<file path="config.mk">
export PLATFORM = sky130hd
export DESIGN_NAME = param_sync_fifo
export DESIGN_NICKNAME = d
export VERILOG_FILES = /design/src/rtl/param_sync_fifo.sv
export SDC_FILE = /design/constraint.sdc
export NUM_CORES = 1
export LEC_CHECK = 0
export ABC_CLOCK_PERIOD_IN_PS = 2950
export CAP_MARGIN = 20
export CELL_PAD_IN_SITES_DETAIL_PLACEMENT = 0
export CELL_PAD_IN_SITES_GLOBAL_PLACEMENT = 1
export CORE_ASPECT_RATIO = 1.1
export CORE_MARGIN = 8
export CORE_UTILIZATION = 45
export DETAILED_ROUTE_END_ITERATION = 7
export PLACE_DENSITY_LB_ADDON = 0.1
export RECOVER_POWER = 50
export SYNTH_ARGS = -nofsm -noshare
export SYNTH_HDL_FRONTEND = slang
export SYNTH_SLANG_ARGS = --single-unit
</file>
<file path="constraint.sdc">
create_clock -name clk -period 2.95 [get_ports clk]
set_clock_uncertainty 0.2 [all_clocks]
set_input_delay 0.7375 -clock clk [delete_from_list [all_inputs] [get_ports clk]]
set_output_delay 0.7375 -clock clk [all_outputs]
set_load 0.005 [all_outputs]
</file>
<file path="src/rtl/param_sync_fifo.sv">
// ============================================================================
// Module      : param_sync_fifo
// Description : Parametrised single-clock circular-buffer FIFO with registered
//               per-request status pulses, occupancy count, almost-full/empty
//               flags and synchronous flush. Optional rejected-write counter
//               enabled by macro FIFO_DROP_CNT_EN.
// Revision    : 1.0 - initial release
// ============================================================================
`default_nettype none

module param_sync_fifo #(
  parameter int DATA_W    = 8,
  parameter int DEPTH     = 10,
  parameter int AF_MARGIN = 2,
  parameter int AE_MARGIN = 2
) (
  input  logic                         clk,
  input  logic                         rst_n,
  input  logic                         flush,
  input  logic                         write_valid,
  input  logic [DATA_W-1:0]            write_data,
  input  logic                         read_valid,
  output logic                         write_full,
  output logic                         write_success,
  output logic                         read_empty,
  output logic                         read_success,
  output logic [DATA_W-1:0]            read_data,
  output logic [$clog2(DEPTH+1)-1:0]   count,
  output logic                         almost_full,
  output logic                         almost_empty
`ifdef FIFO_DROP_CNT_EN
  ,
  output logic [15:0]                  drop_cnt
`endif
);

  localparam int c_CNT_W = $clog2(DEPTH + 1);
  localparam int c_PTR_W = $clog2(DEPTH);

  localparam logic [c_CNT_W-1:0] c_FULL_CNT = c_CNT_W'(DEPTH);
  localparam logic [c_CNT_W-1:0] c_AF_LVL   = c_CNT_W'(DEPTH - AF_MARGIN);
  localparam logic [c_CNT_W-1:0] c_AE_LVL   = c_CNT_W'(AE_MARGIN);
  localparam logic [c_CNT_W-1:0] c_CNT_ONE  = c_CNT_W'(1);
  localparam logic [c_PTR_W-1:0] c_PTR_LAST = c_PTR_W'(DEPTH - 1);
  localparam logic [c_PTR_W-1:0] c_PTR_ONE  = c_PTR_W'(1);

  logic [DATA_W-1:0]  r_mem [DEPTH];
  logic [c_PTR_W-1:0] r_wr_ptr;
  logic [c_PTR_W-1:0] r_rd_ptr;
  logic [c_CNT_W-1:0] r_count;
  logic               r_write_full;
  logic               r_write_success;
  logic               r_read_empty;
  logic               r_read_success;
  logic [DATA_W-1:0]  r_read_data;

  logic               w_is_full;
  logic               w_is_empty;
  logic               w_wr_acc;
  logic               w_rd_acc;
  logic               w_wr_rej;
  logic               w_rd_rej;
  logic [c_PTR_W-1:0] w_wr_ptr_nxt;
  logic [c_PTR_W-1:0] w_rd_ptr_nxt;
  logic [c_CNT_W-1:0] w_count_nxt;

  assign w_is_full  = (r_count == c_FULL_CNT);
  assign w_is_empty = (r_count == '0);

  // A read at full frees the slot the concurrent write lands in; flush wins over both.
  assign w_wr_acc = !flush && write_valid && (!w_is_full || read_valid);
  assign w_rd_acc = !flush && read_valid && !w_is_empty;
  assign w_wr_rej = !flush && write_valid && w_is_full && !read_valid;
  assign w_rd_rej = !flush && read_valid && w_is_empty;

  // Explicit wrap keeps non-power-of-2 depths correct.
  always_comb begin
    w_wr_ptr_nxt = r_wr_ptr;
    w_rd_ptr_nxt = r_rd_ptr;
    if (w_wr_acc) begin
      w_wr_ptr_nxt = (r_wr_ptr == c_PTR_LAST) ? '0 : r_wr_ptr + c_PTR_ONE;
    end
    if (w_rd_acc) begin
      w_rd_ptr_nxt = (r_rd_ptr == c_PTR_LAST) ? '0 : r_rd_ptr + c_PTR_ONE;
    end
  end

  always_comb begin
    w_count_nxt = r_count;
    if (w_wr_acc && !w_rd_acc) begin
      w_count_nxt = r_count + c_CNT_ONE;
    end else if (!w_wr_acc && w_rd_acc) begin
      w_count_nxt = r_count - c_CNT_ONE;
    end
  end

  always_ff @(posedge clk) begin
    if (w_wr_acc) begin
      r_mem[r_wr_ptr] <= write_data;
    end
  end

  always_ff @(posedge clk or negedge rst_n) begin
    if (!rst_n) begin
      r_wr_ptr <= '0;
      r_rd_ptr <= '0;
      r_count  <= '0;
    end else if (flush) begin
      r_wr_ptr <= '0;
      r_rd_ptr <= '0;
      r_count  <= '0;
    end else begin
      r_wr_ptr <= w_wr_ptr_nxt;
      r_rd_ptr <= w_rd_ptr_nxt;
      r_count  <= w_count_nxt;
    end
  end

  always_ff @(posedge clk or negedge rst_n) begin
    if (!rst_n) begin
      r_write_full    <= 1'b0;
      r_write_success <= 1'b0;
      r_read_empty    <= 1'b0;
      r_read_success  <= 1'b0;
      r_read_data     <= '0;
    end else begin
      r_write_full    <= w_wr_rej;
      r_write_success <= w_wr_acc;
      r_read_empty    <= w_rd_rej;
      r_read_success  <= w_rd_acc;
      r_read_data     <= w_rd_acc ? r_mem[r_rd_ptr] : '0;
    end
  end

  assign write_full    = r_write_full;
  assign write_success = r_write_success;
  assign read_empty    = r_read_empty;
  assign read_success  = r_read_success;
  assign read_data     = r_read_data;
  assign count         = r_count;
  assign almost_full   = (r_count >= c_AF_LVL);
  assign almost_empty  = (r_count <= c_AE_LVL);

`ifdef FIFO_DROP_CNT_EN
  logic [15:0] r_drop_cnt;

  // Saturating; survives flush, cleared only by reset.
  always_ff @(posedge clk or negedge rst_n) begin
    if (!rst_n) begin
      r_drop_cnt <= '0;
    end else if (w_wr_rej && (r_drop_cnt != 16'hFFFF)) begin
      r_drop_cnt <= r_drop_cnt + 16'd1;
    end
  end

  assign drop_cnt = r_drop_cnt;
`endif

endmodule

`default_nettype wire
</file>
==> impl_metrics.json, run 1 <==
{
  "critPathRequiredTime_ns": 3.01,
  "r2r-start": "count[0]",
  "status": "complete, no violations",
  "core-area_mm2": 0.00926,
  "clock_insertion_delay_worst_skew_ns": 0.37,
  "finish.net_count": 324,
  "synth_area_leaders": "edfxtp_1 (56%), dfrtp_1 (14%), mux4_2 (8.5%)",
  "synthesis.instances": 256,
  "worst_pin_slew_ns": 1.38,
  "clockRootBuffer": "clkbuf_8",
  "fin_crit_sh_pct": 95.0,
  "cts_buffer_depth": 2,
  "initial_core_util_pct": 45.9,
  "grt_use_total_pct": 13.1,
  "rsz0062_at_grt": "no",
  "dieWidth_um": 109,
  "wl_um": 7780,
  "wl_per_cell_um": 18.2,
  "overflow": 0,
  "slew_viol_final": 0,
  "place_area_mm2": 0.00482,
  "dpl.hpwl_um": 5400,
  "crit_type": "in -> reg",
  "post_cts_buffers": 0,
  "place_ws_ns": -0.256,
  "drt-initial-drc-count": 97,
  "final_cells": 428,
  "synth-edff-count": 80,
  "drive_above_1_share_pct": 19.3,
  "ys_seq_elements": 104,
  "netlist_area_mm2": 0.00425,
  "grt_pass1_vias": 2414,
  "synth_top_area_share_pct": 56.5,
  "synth_warnings": 0,
  "synth.avg_cell_area_um2": 16.6,
  "htree_num_levels": 3,
  "rows": 37,
  "gp_congestion": 0.749,
  "fillers": 778,
  "r2r_end": "count[3]",
  "setup_viol": 0,
  "multiInputGateArea_mm2": 0.00116,
  "cts_tree": "done",
  "cts_made_buffers": 9,
  "crit_fanout": 8,
  "synth_nets": 274,
  "grt_pass1_wl_um": 12900,
  "r2r_setup_slack_ns": 0.18,
  "slew_headroom_pct": 8.02,
  "seqCellArea_mm2": 0.00300,
  "synth_cell_type_count": 38,
  "cts_sinks": 104,
  "ys_seq_area_share_pct": 70.6,
  "antenna_found_initial": 0,
  "power.total_mw": 3.34,
  "io_buffers": 30,
  "holdWs_ns": 0.396,
  "drc_errors": 0,
  "power_leakage_nw": 1.75,
  "die_area_mm2": 0.0128,
  "final_area_mm2": 0.00502,
  "ctsHoldBuffers": 0,
  "crit_arrival_ns": 2.86,
  "final.setup.tns_ns": 0,
  "fmax_mhz": 357,
  "grt_max_degree": 30,
  "synthToLayoutAreaGrowth_pct": 18.1,
  "dieHeight_um": 118,
  "hold_violations": 0,
  "via_count": 2230,
  "peakVddDrop_v": 0.000343,
  "fin_util_pct": 54.3,
  "end_kind": "register",
  "dp.cells": 412,
  "min_path_type": "reg -> reg",
  "synth_top_area_cell": "edfxtp_1",
  "start_kind": "input pin",
  "viasPerCell": 5.21,
  "cap_viol_max_count": 0,
  "hold_depth": 2,
  "worst_slack_ns": 0.148,
  "p_per_area_mw_per_mm2": 665,
  "ant_nets": 0,
  "cts_resized": 0,
  "period_needed_ns": 2.80,
  "synth_ff_type": "edfxtp_1",
  "ioPinCount": 31,
  "reg2reg_depth": 11,
  "synth-async-reset-ratio_pct": 23.1,
  "worstHoldStart": "count[3]",
  "drt_pre_antenna_iters": 4,
  "min_to": "read_empty",
  "clkTransAtPathRegs_ns": 0.11,
  "n_antenna_cell": 0
}
-- cell usage in the layout, fill, tap and decap left out, drive strengths merged, types with 2 or more instances in the layout --
master / n
a211oi: 18
a21oi: 6
and2: 10
buf: 19
clkbuf: 13
clkdlybuf4s50: 21
clkinv: 3
dfrtp: 24
dlygate4sd3: 9
edfxtp: 80
ha: 4
inv: 11
mux2i: 9
mux4: 16
nand2: 13
nand2b: 2
nor2: 20
nor2b: 3
nor3: 6
o21ai: 4
o31ai: 2
or3: 3
xnor2: 3
-- registers in the layout (all words and copies together), names as in the netlist --
name / count
read_data: 8
r_wr_ptr: 4
count: 4
r_mem: 80
write_full: 1
write_success: 1
read_success: 1
read_empty: 1
r_rd_ptr: 4
-- cells in the mapped netlist, types with 2 or more instances --
master and n:
and2_1 10, edfxtp_1 80, buf_2 4, a211oi_1 18, or3_1 3, nand2_1 13, mux4_2 16, inv_1 6
mux2i_1 9, xnor2_1 2, o21ai_0 3, nor2_1 20, ha_1 4, nand2b_1 2, nor2b_1 3, clkbuf_1 8
o31ai_1 2, nor3_1 5, dfrtp_1 24, a21oi_1 6
-- cells by family (layout without fill, tap and decap cells) --
| logic type | Yosys count | count (layout) | share of synthesized area, % |
|---|---|---|---|
| flip-flops | 104 | 104 | 70.6 |
| AND/OR/NAND/NOR | 61 | 61 | 7.53 |
| AO/OA/AOI/OAI | 36 | 36 | 5.94 |
| multiplexers | 26 | 26 | 10.9 |
| buffers and inverters | 21 | 76 | 2.29 |
| adder cells (fa/ha/maj) | 5 | 5 | 1.65 |
| XOR/XNOR | 3 | 3 | 1.06 |
-- report_power, final --
group          switching, mW  internal (mW)
clock                  0.566          0.349
sequential            0.0283           1.64
combinational          0.355          0.407
-- worst max path at each step --
stage	start	endpoint	slack, ns	cells after the start
after floorplan	count[0]	count[3]	0.04	12
after global placement	read_valid	count[3]	-0.23	10
after detailed placement	read_valid	count[3]	-0.26	10
after CTS	count[0]	count[3]	0.12	11
after global routing	read_valid	r_mem[3][5]	0.002	6
final	flush	count[3]	0.15	10
-- worst max-delay path: stages --
cell             delay, ns
clkdlybuf4s50_1       0.48
clkbuf_1              0.31
nor2_1                0.11
nand2_1               0.10
ha_1                  0.22
a21o_1                0.18
a21oi_2               0.17
nor3_2                0.05
a21oi_1               0.17
mux2_4                0.31
-- per-layer routing --
metal  vias to the layer above  part of all wire (%)  GRT usage [%]
met3                         9                   3.0           2.63
met1                      1108                    50           18.4
li1                       1084                     -              -
met4                         0                   1.3           4.88
met2                        29                    46           19.6
met5                         -                     0              0
-- cell type report --
cell class                      instances  share of cell area [%]
Sequential cell                       104                    59.8
Multi-Input combinational cell        131                    23.0
Timing Repair Buffer                   53                    9.44
Tap cell                              117                    2.91
Clock buffer                            9                    2.47
Clock inverter                          7                    1.82
Inverter                                7                   0.573
(Power assumes the default switching activity.)
==> run 2, diff against run 1 <==
- HOLD_SLACK_MARGIN: default -> 0.15
==> results of run 2 <==
Final layout, timing and power as in run 1 (identical DEF).
==> run 3, diff against run 2 <==
- CORE_MARGIN: 8 -> default
==> impl_metrics.json, run 3 (synthesis results as in run 1) <==
{
  "status": "complete, no violations",
  "crit_path_max_incr_delay_ns": 0.43,
  "slew_headroom_pct": 12.9,
  "grt_max_degree": 30,
  "rows": 36,
  "overflow": 0,
  "clockRootBuffer": "clkbuf_8",
  "gp_congestion": 0.734,
  "critPathSlowestCell": "clkdlybuf4s50_1",
  "hold_violations": 0,
  "setup_viol": 0,
  "post_cts_buffers": 0,
  "place_area_mm2": 0.00482,
  "fmax_mhz": 353,
  "drive_above_1_share_pct": 20.2,
  "antenna_found_initial": 0,
  "viasPerCell": 5.34,
  "end_kind": "register",
  "clkTransAtPathRegs_ns": 0.10,
  "dp.cells": 410,
  "ctsHoldBuffers": 0,
  "largest-register": "r_mem",
  "crit_arrival_ns": 2.89,
  "drc_errors": 0,
  "htree_num_levels": 3,
  "via_count": 2275,
  "drt-initial-drc-count": 130,
  "dieHeight_um": 104,
  "drt_pre_antenna_iters": 4,
  "clock_insertion_delay_worst_skew_ns": 0.37,
  "ant_nets": 0,
  "mostFrequentLayoutCells": "edfxtp_1 (80), dfrtp_1 (24), buf_4 (22), clkdlybuf4s50_1 (21), nor2_1 (20)",
  "worst_pin_slew_ns": 1.31,
  "start_kind": "input pin",
  "place_ws_ns": -0.271,
  "peakVddDrop_v": 0.000366,
  "ioPinCount": 31,
  "final_common_cell": "edfxtp_1",
  "crit_type": "in -> reg",
  "slew_viol_final": 0,
  "crit_fanout": 3,
  "wl_per_cell_um": 17.4,
  "critPathRequiredTime_ns": 3.00,
  "io_buffers": 30,
  "grt_use_total_pct": 16.9,
  "synthToLayoutAreaGrowth_pct": 18.4,
  "grt_pass1_wl_um": 12300,
  "grt_pass1_vias": 2347,
  "power_leakage_nw": 1.76,
  "fillers": 763,
  "fin_crit_sh_pct": 96.0,
  "cts_sinks": 104,
  "rsz0062_at_grt": "no",
  "cts_tree": "done",
  "cts_made_buffers": 9,
  "cts_buffer_depth": 2,
  "fin_util_pct": 55.9,
  "die_area_mm2": 0.00985,
  "p_per_area_mw_per_mm2": 659,
  "period_needed_ns": 2.83,
  "dieWidth_um": 94.7,
  "n_antenna_cell": 0,
  "largest_reg_flops": 80,
  "dpl.hpwl_um": 5180,
  "min_path_type": "reg -> reg",
  "cap_viol_max_count": 0,
  "final.setup.tns_ns": 0,
  "final_cells": 426,
  "final_area_mm2": 0.00504,
  "finish.net_count": 325,
  "core-area_mm2": 0.00901,
  "initial_core_util_pct": 47.2,
  "wl_um": 7430,
  "worst_slack_ns": 0.119,
  "crit_chain": "clkdlybuf4s50_1 > nand4bb_1 > o21a_1 > nand2_1 > ha_1 > a21o_1 > a21oi_2 > nor3_2 > a21oi_1 > mux2_4"
}
-- run 3: changes by cell type in the layout (fill, tap and decap cells not counted) --
cell / before / now
buf_4: 18 / 22
clkbuf_1: 3 / 1
clkbuf_4: 1 / 0
clkinv_8: 3 / 4
inv_12: 1 / 0
inv_6: 3 / 2
inv_8: 0 / 1
-- run 3: layer usage --
layer	track usage (%)	vias to the layer above	wire length, um
met3	3.95	4	199
met1	25.1	1141	3600
met4	5.19	0	58
met2	24.8	43	3570
li1	-	1087	-
met5	0	-	0
-- run 3: path summary, 6_finish.rpt --
kind	startpoint	to	slack, ns	depth (start not counted)
min in group asynchronous	rst_n	read_data[2]	0.97	2
max in group asynchronous	rst_n	count[3]	0.81	2
hold / removal	count[3]	read_empty	0.39	2
setup / recovery	read_valid	count[3]	0.12	10
setup reg to reg	count[0]	count[3]	0.14	11
hold reg to reg	count[3]	read_empty	0.39	2
-- run 3: repair_timing --
action	4_1_cts	5_1_grt
endpoints found under the hold margin	0	0
resized for setup	0	1
endpoints found under the setup margin	0	1
-- run 3: critical path, delay by kind of cell --
family / cells / cell delay (ns)
fa+ha+maj: 1 / 0.23
mux: 1 / 0.32
simple gates: 3 / 0.40
buf+inv: 1 / 0.43
compound gates: 4 / 0.76
-- run 3: area by class of cell --
cell class	instances	area (um2)	share of cell area [%]
sequential	104	3000	59.6
multi-input combinational	131	1160	23.0
timing repair buffer	54	489	9.71
tap	114	143	2.83
clock buffer	9	124	2.46
clock inverter	7	93.8	1.86
inverter	7	28.8	0.571
-- run 3: per-stage QoR --
stage | hold WS (ns) | power [mW]
finish | 0.387 | 3.32
global route | 0.410 | 3.50
CTS | 0.387 | 3.36
detailed placement | 0.372 | 2.47
global placement | 0.374 | 2.46
floorplan | 0.242 | 2.17
-- run 3: report_power, final --
group	internal [mW]	leakage (nW)	total [mW]	switching (mW)
clock network	0.347	0.107	0.895	0.548
logic	0.409	0.608	0.743	0.334
registers	1.64	1.05	1.68	0.0464
